## src/rtl/cfg_loader.sv

```systemverilog
// Header-plus-payload word loader that serializes one tile's configuration frame
// into the start/bit/valid protocol expected at the configuration chain head.
module cfg_loader #(
  parameter int unsigned IdWidth  = 3,
  parameter int unsigned LenWidth = 16
) (
  input  logic        clk_i,
  input  logic        rst_ni,
  input  logic [31:0] s_data_i,
  input  logic        s_valid_i,
  output logic        s_ready_o,
  input  logic        abort_i,
  output logic        cfg_in_start_o,
  output logic        cfg_bit_in_o,
  output logic        cfg_bit_in_valid_o,
  output logic        busy_o,
  output logic        done_o,
  output logic        err_o
);

  localparam int unsigned IdCntW = (IdWidth > 1) ? $clog2(IdWidth) : 1;

  typedef enum logic [2:0] {StIdle, StStart, StId, StData, StWaitWord} state_e;

  state_e              state_q, state_d;
  logic [IdWidth-1:0]  id_q, id_d;
  logic [IdCntW-1:0]   id_cnt_q, id_cnt_d;
  logic [LenWidth-1:0] rem_q, rem_d;
  logic [31:0]         shift_q, shift_d;
  logic [4:0]          bit_idx_q, bit_idx_d;
  logic                done_q, done_d;
  logic                err_q, err_d;

  always_comb begin
    state_d            = state_q;
    id_d               = id_q;
    id_cnt_d           = id_cnt_q;
    rem_d              = rem_q;
    shift_d            = shift_q;
    bit_idx_d          = bit_idx_q;
    done_d             = 1'b0;
    err_d              = 1'b0;
    s_ready_o          = 1'b0;
    cfg_in_start_o     = 1'b0;
    cfg_bit_in_o       = 1'b0;
    cfg_bit_in_valid_o = 1'b0;

    unique case (state_q)
      StIdle: begin
        s_ready_o = 1'b1;
        if (s_valid_i) begin
          id_d  = s_data_i[IdWidth-1:0];
          rem_d = s_data_i[16 +: LenWidth];
          if (s_data_i[16 +: LenWidth] == '0) begin
            err_d = 1'b1;
          end else begin
            state_d = StStart;
          end
        end
      end
      StStart: begin
        cfg_in_start_o = 1'b1;
        id_cnt_d       = '0;
        state_d        = StId;
      end
      StId: begin
        // ID register shifts left so its MSB is always the bit on the wire.
        cfg_bit_in_valid_o = 1'b1;
        cfg_bit_in_o       = id_q[IdWidth-1];
        id_d               = id_q << 1;
        id_cnt_d           = id_cnt_q + 1'b1;
        if (id_cnt_q == IdCntW'(IdWidth - 1)) begin
          state_d = StWaitWord;
        end
      end
      StWaitWord: begin
        s_ready_o = 1'b1;
        if (s_valid_i) begin
          shift_d   = s_data_i;
          bit_idx_d = '0;
          state_d   = StData;
        end
      end
      StData: begin
        cfg_bit_in_valid_o = 1'b1;
        cfg_bit_in_o       = shift_q[0];
        rem_d              = rem_q - 1'b1;
        shift_d            = shift_q >> 1;
        bit_idx_d          = bit_idx_q + 1'b1;
        if (rem_q == LenWidth'(1)) begin
          state_d = StIdle;
          done_d  = 1'b1;
        end else if (bit_idx_q == 5'd31) begin
          // Next word may arrive in the bit-31 cycle to keep the stream gapless.
          s_ready_o = 1'b1;
          if (s_valid_i) begin
            shift_d   = s_data_i;
            bit_idx_d = '0;
          end else begin
            state_d = StWaitWord;
          end
        end
      end
      default: state_d = StIdle;
    endcase

    if (abort_i && (state_q != StIdle)) begin
      state_d = StIdle;
      done_d  = 1'b0;
      err_d   = 1'b0;
    end
  end

  always_ff @(posedge clk_i or negedge rst_ni) begin
    if (!rst_ni) begin
      state_q   <= StIdle;
      id_q      <= '0;
      id_cnt_q  <= '0;
      rem_q     <= '0;
      shift_q   <= '0;
      bit_idx_q <= '0;
      done_q    <= 1'b0;
      err_q     <= 1'b0;
    end else begin
      state_q   <= state_d;
      id_q      <= id_d;
      id_cnt_q  <= id_cnt_d;
      rem_q     <= rem_d;
      shift_q   <= shift_d;
      bit_idx_q <= bit_idx_d;
      done_q    <= done_d;
      err_q     <= err_d;
    end
  end

  assign busy_o = (state_q != StIdle);
  assign done_o = done_q;
  assign err_o  = err_q;

endmodule

```

## config.mk

```make
export PLATFORM = sky130hd
export DESIGN_NAME = cfg_loader
export DESIGN_NICKNAME = d
export VERILOG_FILES = /design/src/rtl/cfg_loader.sv
export SDC_FILE = /design/constraint.sdc
export NUM_CORES = 1
export LEC_CHECK = 0
export BUFFER_PORTS_ARGS = -buffer_cell sky130_fd_sc_hd__clkbuf_2
export CORE_UTILIZATION = 61
export CTS_CLUSTER_SIZE = 40
export DETAILED_ROUTE_END_ITERATION = 6
export GPL_TIMING_DRIVEN = 1
export PLACE_DENSITY = 0.82
export SLEW_MARGIN = 20
export SYNTH_ARGS = -nofsm -noshare
export SYNTH_HDL_FRONTEND = slang
export SYNTH_SLANG_ARGS = --single-unit
export TNS_END_PERCENT = 20
```

## constraint.sdc

```tcl
create_clock -name clk_i -period 5.2 [get_ports clk_i]
set_input_delay 1.04 -clock clk_i [delete_from_list [all_inputs] [get_ports clk_i]]
set_output_delay 1.04 -clock clk_i [all_outputs]
set_load 0.05 [all_outputs]
```

==> summary.md, run 1 <==
Wires add up to 7684 um. Number of antenna violations at the first check in global routing: 0. Dividing the synthesized area by the synthesized cell count gives 10.85 sq um. Proportion of synthesized flip-flops having asynchronous set or reset: 1.000. For the leakage power figure, the log shows 0.001786 uW. Among all flip-flop cells after synthesis, the most frequent one is dfrtp_1.

Power spread over the standard cell area amounts to 553.9 nW/um^2. Worst endpoint required time: 4.16 ns. The clock slew seen by the registers of the worst setup and hold paths was 0.07 ns; the H-tree depth reported by CTS was 3.

Entering global routing, the biggest net connects 64 pins. The number of maximum-capacitance constraint violations is 0, and the max-slew headroom at the worst pin is 0.3596. The first global-routing pass estimated 12170 um of wire. The die is 75.67 um tall. Dividing the detail-routed wire length by the instance count gives 18.65 um.

In this run the horizontal extent of the chip is 75.67 um. After legalization and detailed placement, the total HPWL measured 4983 um. Timing analysis after detailed placement gives a worst setup slack of 1.963 ns.

The number of enable-type register cells in the synthesized netlist is 0. For the worst setup path, the data arrival time is 2.01 ns. The clock reaches the later pin of the worst-skew pair after 0.35 ns. For the number of inserted diodes, the log shows 0. Derived from the worst setup path, the maximum achievable clock frequency is 327.7 MHz.

The starting density of the core is 0.6401, and the area enclosed by the die boundary is 5726 sq um. In this run the worst path has a maximum fanout of 3. The root buffer cell chosen for the clock tree is clkbuf_8. The run finished with clean final reports. The worst setup path is launched from a flop.

CTS saw 63 sinks. The number of placed instances, taps included, is 395. The final critical-path share of the clock period was 0.5868; the via count of the first global-routing pass was 2471. Synthesis handed over a netlist of 305 instances. Residual antenna-violating net count after detailed routing: 0. Max-slew violation total from the final report: 0.

The run gives 3311 sq um as the synthesized cell area. The run gives 0.8319 as the routability-driven placement congestion ratio. The number of vias per cell is 6.633. Slew of the pin with the lowest slew margin: 0.9584 ns. The warning count from the yosys run is 0. After detailed routing, the number of remaining DRC violations is 0. The run gives 0 as the total grt overflow. TritonCTS built the clock tree.

The share of post-route cells with drive strength above 1 came out at 0.2368. The number of nets in the final layout was 378; the flip-flop and latch count after synthesis was 63. After clock tree synthesis, the repair step resized 0 gates. The count of input and output buffers was 42.

The synthesized netlist contains 61 unique library cells. The placeable core region is 5172 sq um, and the worst ir drop on vdd is 0.0004180 V. The clock passes through at most 2 buffers.

Once layout is complete, the cells apart from fillers number 412. The tools report the sequential cell area fraction in the yosys report as 0.4762. Summed over all failing endpoints, the final setup total negative slack is 0 ns.

The number of buffers inserted by post-CTS setup repair is 0. The run gives 0.2956 as the overall global routing resource usage. In the post-route analysis, the smallest setup slack over all paths is 2.149 ns.

The cell row count was 26; the area growth from synthesis to layout was 13.79%. The final hold violation count is 0. For the number of detailed-routing iterations run before antenna repair, the log shows 5. The final critical path time including I/O delays and setup was 3.051 ns; the number of design-rule violations left by the first detailed-router iteration was 282.

The run gives 0 as the final count of negative-setup-slack endpoints. In this run the worst hold path is classified as flop to flop. Hold repair after CTS inserted 0 buffers. 43 I/O pins were placed. The critical path is of the flop to primary output type. Number of buffers created by CTS: 9.

The tools report the type of element capturing the critical path as a primary output. The tools report the post-synthesis net count as 346. Setup repair after global routing left no endpoint under its margin. The routed layout has 2733 vias.

Clock skew on the completed layout was measured at 0.008249 ns.
[layer usage]
metal	routed length (um)	track usage	up-vias
met5	0	0	-
met4	130	0.1029	0
met3	501	0.08995	13
met2	3584	0.4643	117
met1	3467	0.3917	1345
li1	-	-	1258
[cells by family (layout without fill, tap and decap cells)]
family,count (synthesis),count (layout),share of synthesized area
simple gates,111,111,0.2128
xor+xnor,1,1,0.002646
buf+inv,34,71,0.04497
flops,63,63,0.4762
compound gates,83,83,0.2188
fa+ha+maj,5,5,0.01890
mux,8,8,0.02570
[layout make-up]
class	count	area, sq um
inverter	9	33.78
timing repair buffer	46	244.0
clock inverter	6	83.83
tap	70	87.58
sequential	63	1577
fill	373	1405
multi-input combinational	208	1604
clock buffer	10	137.6
[power breakdown]
| group | internal, uW | total (uW) | switching (uW) |
|---|---|---|---|
| combinational | 341 | 735 | 394 |
| clock | 281 | 476 | 195 |
| sequential | 683 | 876 | 193 |
[final timing paths]
check | start | end | slack [ns] | cells past startpoint
worst min-delay path | shift_q[30] | shift_q[29] | 0.51 | 1
min in group asynchronous | rst_ni | shift_q[3] | 0.86 | 2
worst max-delay path | bit_idx_q[0] | s_ready_o | 2.15 | 7
max in group asynchronous | rst_ni | rem_q[0] | 3.84 | 2
worst max register to register | rem_q[8] | shift_q[7] | 2.80 | 4
worst min register to register | shift_q[30] | shift_q[29] | 0.51 | 1
[cell usage in the layout (no fill, tap or decap), types with 2 or more instances in the layout]
master / count
o22ai_1: 4
nor4_2: 2
or4_1: 2
a221o_1: 35
ha_1: 5
dfrtp_1: 63
a211o_1: 2
mux2_2: 3
a22o_1: 3
or3_1: 4
clkinv_2: 3
nand4_1: 2
clkbuf_8: 10
a22oi_1: 2
nor2_1: 18
o21ai_1: 3
a211oi_1: 7
clkbuf_2: 42
nand2b_1: 3
a21oi_1: 4
o21ai_0: 4
buf_4: 3
nand3_1: 6
nor4_4: 2
a21o_1: 2
inv_1: 9
bufinv_16: 2
mux2i_1: 4
and3_1: 33
nor4_1: 6
or2_2: 2
nand2_1: 8
nor3_1: 10
a311oi_1: 3
and2_1: 2
[stage by stage]
stage	power, uW	area (sq um)	utilization	hold slack (ns)
6_report	2087	3767	0.7284	0.5097
3_5_place_dp	1603	3530	0.6824	0.4867
4_1_cts	2083	3751	0.7252	0.4928
5_1_grt	2216	3767	0.7284	0.5231
3_3_place_gp	1567	3530	0.6824	0.4816
2_1_floorplan	1426	3311	-	0.4635
[state kept, by name, indices dropped and copies added, names as in the netlist]
register and flops:
bit_idx_q 5, state_q 3, rem_q 16, done_o 1, shift_q 32, id_q 3, id_cnt_q 2, err_o 1
[Yosys cell counts (2+ instances only)]
master	instances	area, sq um
a211o_1	2	17.52
mux2i_1	4	40.04
a311oi_1	3	26.28
or4_1	2	15.01
dfrtp_1	63	1577
a22o_1	3	26.28
or2_2	2	12.51
a21o_1	2	15.01
mux2_2	3	33.78
ha_1	5	62.56
buf_4	3	22.52
nor3_1	10	50.05
a21oi_1	4	20.02
or3_1	4	25.02
o21ai_0	4	20.02
a221o_1	35	350.3
o21ai_1	3	15.01
nand3_1	6	30.03
inv_1	9	33.78
o22ai_1	4	25.02
a22oi_1	2	15.01
and3_1	33	206.5
and2_1	2	12.51
nor4_2	2	25.02
nor4_4	2	42.54
nor4_1	6	37.54
nand2_1	8	30.03
a211oi_1	7	52.55
nand2b_1	3	18.77
nand4_1	2	12.51
buf_2	8	40.04
nor2_1	18	67.56
clkbuf_1	13	48.80
[critical path, stage by stage, from the launching register on]
cell	delay [ns]
dfrtp_1	0.38
ha_1	0.18
and3_1	0.16
ha_1	0.19
inv_1	0.09
a41o_1	0.26
o22ai_1	0.12
clkbuf_2	0.30
Power figures use the tool's default switching activity.
==> inputs of run 2 (changes only) <==
Settings changed: CORE_UTILIZATION 61 to 58, PLACE_DENSITY 0.82 to 0.78.
Clock period 5.2 ns to 3.15 ns, I/O delays scaled along.
==> run 2 against run 1 <==
Compared with the run above:
- clock power is 62% higher
- total power grew 66%
- sequential power is 64% higher
- core utilization fell by 3.9 points
- register-to-register slack worse by 1.7 ns
- sequential share of layout area is 0.33 points lower
- cell area increased by 0.80%
- non-clock buffer count up 6
- combinational power rose by 70%
- via count grew 0.37%
- critical endpoint unchanged
- largest power group unchanged
==> summary.md, run 2 (synthesized netlist as in run 1, its figures left out) <==
The run gives 0.009849 ns (+0.001601 ns) as the clock tree skew after final layout. Finished layout cell area: 3797 sq um (+0.80%). For the number of detailed-routing iterations run before antenna repair, the log shows 4 (-1). The tools report the cts-stage hold buffer count as 0 (unchanged).

The tools report the insertion delay of the later-clocked pin in the worst-skew pair as 0.34 ns (about the same). The tools report the routability-driven placement congestion ratio as 0.8288 (-0.37%). Wire length per cell: 18.84 um (+1.0%). The number of nets in the final layout came out at 384 (+1.6%). The critical path is of the flop to primary output type. The final critical-path share of the clock period works out to 0.8166. The number of antenna violations at the first check in global routing is 0 (unchanged), and the max-slew headroom at the worst pin is 0.6245 (+0.2649). The flip-flop count of the largest register after layout was 32 (unchanged). The logs give 0 (unchanged) for the final count of negative-setup-slack endpoints and 27 (+3.8%) for the cell row count. The tools report the area enclosed by the die boundary as 6014 sq um (+5.0%). TritonCTS built the clock tree. The type of origin of the critical path was a flop.

The library cell used most frequently in the layout, excluding fill and tap cells, is dfrtp_1. The logs give 0 (unchanged) for the total grt overflow and 0.6896 (-0.03873) for the share of the core filled with cells. The tools report the placeable core region as 5507 sq um (+6.5%). The tools report the H-tree depth reported by CTS as 3 (unchanged).

STA classifies the critical path endpoint as a primary output. The run gives 43 (unchanged) as the number of ports placed on the die boundary. The share of post-route cells with drive strength above 1 was 0.2392 (+0.002351). For the worst-case hold slack, the log shows 0.2865 ns (-0.2233 ns). The total power divided by cell area is 909.9 nW/um^2 (+64%).

Setup repair after global routing left no endpoint under its margin. The clock sink total came out at 63 (unchanged). The overall global routing resource usage was 0.2889 (-0.006629); the slew of the pin with the lowest slew margin was 0.5585 ns (-0.3999 ns).

The run gives 3455 uW (+66%) as the total design power. The path class of the tightest hold or removal check is primary input to async pin. Number of buffers inserted by post-CTS setup repair: 0 (unchanged). The number of maximum-capacitance constraint violations is 0 (unchanged), and the number of vias per cell is 6.547 (-1.3%). For the final hold violation count, the log shows 0 (unchanged). Count of filler cells inserted in the layout: 411 (+10%). Starting density of the core: 0.6012 (-0.03883). The largest registers in the layout are shift_q: 32 flops, rem_q: 16 flops, bit_idx_q: 5 flops.

Max-slew violation total from the final report: 0 (unchanged). Height of the chip: 77.55 um (+2.5%). shift_q holds more flip-flops than any other register. The leakage power figure came out at 0.001800 uW (+0.78%). The area taken by multi-input logic gates is 1599 sq um (-0.31%). Maximum number of pins on one net before global-route repair: 39 (-39%). The horizontal die dimension is 77.55 um (+2.5%), and the count of vias placed by the detailed router is 2743 (+0.37%). The run gives 0 (unchanged) as the number of inserted diodes. Post-cts sizing count: 0 (unchanged).

The number of design-rule violations left by the first detailed-router iteration was 267 (-5.3%); the estimated wirelength of the detail-placed design was 5201 um (+4.4%). The final sum of negative setup slack is 0 ns (unchanged). The run gives 0 (unchanged) as the residual antenna-violating net count after detailed routing. The first-pass GRT wire length is 13260 um (+9.0%). The DRC violations left came out at 0 (unchanged). The library cells used most frequently in the layout, excluding fill and tap cells, are 63 x dfrtp_1, 42 x clkbuf_2, 35 x a221o_1. The number of buffers created by CTS is 9 (unchanged), and the clock slew seen by the registers of the worst setup and hold paths is 0.07 ns (about the same). The count of input and output buffers is 42 (unchanged). The maximum fanout along the worst path is 5 (+2).

Data arrival time at the worst-slack endpoint: 1.94 ns (-0.07 ns). The maximum clock path buffer count was 2 (unchanged); the routed wire length was 7896 um (+2.8%). The placed cell area is 3585 sq um (+1.6%).

The area growth from synthesis to layout works out to 14.70%. The cell chosen for the clock root was clkbuf_8. Via count of the first global-routing pass: 2659 (+7.6%). The run finished with clean final reports. Worst ir drop on vdd: 0.0005451 V (+30%). The register area is 1577 sq um (unchanged), and the maximum clock frequency is 388.8 MHz.

Counting I/O delays and the setup requirement, the final critical path takes 2.572 ns. The worst endpoint required time was 2.52 ns (-1.64 ns).
## run 2: final timing paths
path | endpoint | slack, ns | startpoint | cells past startpoint
worst max register to register | shift_q[11] | 1.06 | bit_idx_q[0] | 8
min in group clk_i | shift_q[24] | 0.50 | shift_q[25] | 1
worst max-delay path | s_ready_o | 0.58 | rem_q[6] | 4
max in group asynchronous | err_o | 2.46 | rst_ni | 2
worst min-delay path | shift_q[5] | 0.29 | rst_ni | 2
worst min register to register | shift_q[24] | 0.50 | shift_q[25] | 1
## run 2: area by class of cell
class | instances | area share
clock buffer | 12 | 0.03822
clock inverter | 3 | 0.01779
inverter | 9 | 0.008896
multi-input combinational | 208 | 0.4211
sequential | 63 | 0.4152
tap | 72 | 0.02372
timing repair buffer | 52 | 0.07512
## run 2: per-layer routing
metal | global-route usage | up-vias | part of all wire
met5 | 0 | - | 0
met4 | 0.09057 | 0 | 0.012
met3 | 0.07882 | 9 | 0.062
met2 | 0.4451 | 100 | 0.47
met1 | 0.3966 | 1358 | 0.46
li1 | - | 1276 | -
## run 2: through the flow
step | worst slack (ns) | instances
finish | 0.5778 | 419
global route | 0.3970 | 419
CTS | 0.5563 | 419
detailed placement | 0.9255 | 404
global placement | 0.9466 | 404
floorplan | 0.6652 | 305
## run 2: worst max-delay path, cell delays in order, from the launching register on
cell,delay (ns)
dfrtp_1,0.44
nor4_2,0.50
a41o_1,0.31
o22ai_1,0.08
clkbuf_2,0.26
## run 2: report_power, final
part,internal (uW),leakage (uW),switching [uW]
clock network,464,0.000103,305
registers,1130,0.000798,313
logic,581,0.000899,666
==> inputs of run 3 (changes only) <==
Clock period 3.15 ns to 2.4 ns, I/O delays scaled along.
==> run 3 against run 2 <==
Compared with the run above:
- sequential share of layout area is 0.75 points lower
- worst setup slack worse by 0.48 ns
- combinational power is 42% higher
- critical endpoint unchanged
==> summary.md, run 3 (synthesized netlist as in run 1, its figures left out) <==
TritonCTS built the clock tree. The number of antenna violations at the first check in global routing is 0 (unchanged), and the maximum clock path buffer count is 2 (unchanged). Cell chosen for the clock root: clkbuf_8.

The total power divided by cell area is 1188 nW/um^2 (+31%), and the maximum number of pins on one net before global-route repair is 51 (+31%). The register-to-register setup slack is 0.27 ns (-0.79 ns), and the flip-flop count of the largest register after layout is 32 (unchanged). The logs give 0.7023 (+0.01272) for the share of the core filled with cells and 3 (unchanged) for the H-tree depth reported by CTS.

The horizontal die dimension is 77.55 um (unchanged). The clock slew seen by the registers of the worst setup and hold paths was 0.07 ns (about the same); the number of nets in the final layout was 388 (+1.0%). The number of buffer and inverter instances along the worst setup path was 2 (+1).

Setup repair after global routing left no endpoint under its margin. Final sum of negative setup slack: 0 ns (unchanged). The register with the most flip-flops in the final layout is shift_q.

The DRC violations left was 0 (unchanged). The leakage power figure was 0.001829 uW (+1.6%). The wire length per cell was 20.02 um (+6.2%); the number of design-rule violations left by the first detailed-router iteration was 311 (+16%).

The library cell used most frequently in the layout, excluding fill and tap cells, is dfrtp_1. The logs give 9 (unchanged) for the number of buffers created by CTS and 2873 (+4.7%) for the count of vias placed by the detailed router. The number of maximum-capacitance constraint violations is 0 (unchanged). The cell with the largest stage delay on the worst path was dfrtp_1. For the first-pass GRT wire length, the log shows 13940 um (+5.1%). The worst register-to-register path ends at shift_q[16]. The worst setup path is captured at a primary output. The tools report the area enclosed by the die boundary as 6014 sq um (unchanged).

Type of origin of the critical path: a flop. Routability-driven placement congestion ratio: 0.8213 (-0.90%). The signal on the critical path passes through ha_1 -> and3_1 -> ha_2 -> inv_2 -> a41o_1 -> o22ai_2 -> buf_12. The estimated wirelength of the detail-placed design was 5461 um (+5.0%); the number of ports placed on the die boundary was 43 (unchanged). Clock sink total: 63 (unchanged). The slew of the pin with the lowest slew margin was 0.7110 ns (+0.1524 ns); the clock tree skew after final layout was 0.005905 ns (-0.003944 ns). The max-slew violation total from the final report was 0 (unchanged); the final hold violation count was 0 (unchanged). The number of detailed-routing iterations run before antenna repair was 5 (+1); the final critical-path share of the clock period was 0.9586.

The number of inserted diodes was 0 (unchanged). The max-slew headroom at the worst pin is 0.5260 (-0.09852), and the path depth of the worst reg2reg path is 9 (+1). The run finished with clean final reports. The routed wire length is 8489 um (+7.5%). The area growth from synthesis to layout is 16.82%. The share of post-route cells with drive strength above 1 came out at 0.2557 (+0.01649). The setup path with the least slack is of type flop to primary output. The routed design could run at a clock period as short as 2.301 ns. The critical path's largest stage delay works out to 0.37 ns (-0.13 ns). The run gives 5507 sq um (unchanged) as the placeable core region. The total grt overflow came out at 0 (unchanged). The startpoint identified for the worst register-to-register timing path is bit_idx_q[1]. The run gives 0.0008770 V (+61%) as the worst ir drop on vdd. The count of input and output buffers was 42 (unchanged); the cell row count was 27 (unchanged).

The cts-stage hold buffer count is 0 (unchanged), and the starting density of the core is 0.6012 (unchanged). For the final count of negative-setup-slack endpoints, the log shows 0 (unchanged). In this run the worst hold path is classified as primary input to async pin.

Static timing analysis puts the maximum clock frequency at 434.6 MHz. The height of the chip came out at 77.55 um (unchanged). The run gives 0.34 ns (about the same) as the insertion delay of the later-clocked pin in the worst-skew pair. The worst endpoint required time is 1.92 ns (-0.60 ns), and the data arrival time at the worst-slack endpoint is 1.82 ns (-0.12 ns). The number of vias per cell works out to 6.776 (+3.5%). The run gives 0.3035 (+0.01461) as the overall global routing resource usage. The via count of the first global-routing pass is 2764 (+3.9%). Among cell families on the critical path, the largest total delay comes from flip-flops. The maximum fanout along the worst path came out at 3 (-2). The run gives 0 (unchanged) as the residual antenna-violating net count after detailed routing.

The library cells used most frequently in the layout, excluding fill and tap cells, are 63 x dfrtp_1, 41 x clkbuf_2, 35 x a221o_1. In the final layout, the registers with the most flip-flops are shift_q: 32 flops, rem_q: 16 flops, bit_idx_q: 5 flops.
-- run 3: per-stage QoR --
step | hold slack [ns] | total power (uW) | std cells | setup WS, ns | area [sq um]
floorplan | 0.1844 | 3090 | 305 | 0.06515 | 3311
global placement | 0.4758 | 3541 | 406 | 0.3694 | 3652
detailed placement | 0.4871 | 3624 | 406 | 0.3513 | 3652
CTS | 0.1884 | 4567 | 423 | 0.05980 | 3857
global route | 0.2216 | 4852 | 424 | 0.001476 | 3867
finish | 0.1756 | 4594 | 424 | 0.09925 | 3867
-- run 3: metal layers --
metal,GRT usage,wire (um),vias up
met1,0.4245,3732,1432
met3,0.07765,556,17
met2,0.4469,3996,140
met5,0,0,-
met4,0.1302,204,0
li1,-,-,1284
-- run 3: worst max path at each step --
stage          depth (start not counted)  slack [ns]        end    startpoint
2_1_floorplan                          4        0.07  s_ready_o    state_q[2]
3_3_place_gp                           7        0.37  s_ready_o  bit_idx_q[0]
3_5_place_dp                           7        0.35  s_ready_o  bit_idx_q[0]
4_1_cts                                7        0.06  s_ready_o  bit_idx_q[0]
5_1_grt                                7       0.001  s_ready_o  bit_idx_q[1]
6_report                               7         0.1  s_ready_o  bit_idx_q[1]
-- run 3: final cells by class --
class | instances | area (sq um)
inverters | 9 | 33.78
well taps | 72 | 90.09
clock buffers | 13 | 148.9
fillers | 395 | 1639
multi-input cells | 208 | 1608
clock inverters | 3 | 42.54
repair buffers | 56 | 367.9
flip-flops and latches | 63 | 1577
-- run 3: where the power goes --
part	total, uW	switching, uW	internal [uW]
Clock	915	407	508
Sequential	1900	423	1480
Combinational	1780	927	850
Total	4590	1760	2840
-- run 3: repair_timing --
action | in CTS | in global routing
pin swaps | 0 | 0
setup buffers | 1 | 1
setup endpoints to repair | 1 | 1
resized for setup | 1 | 2
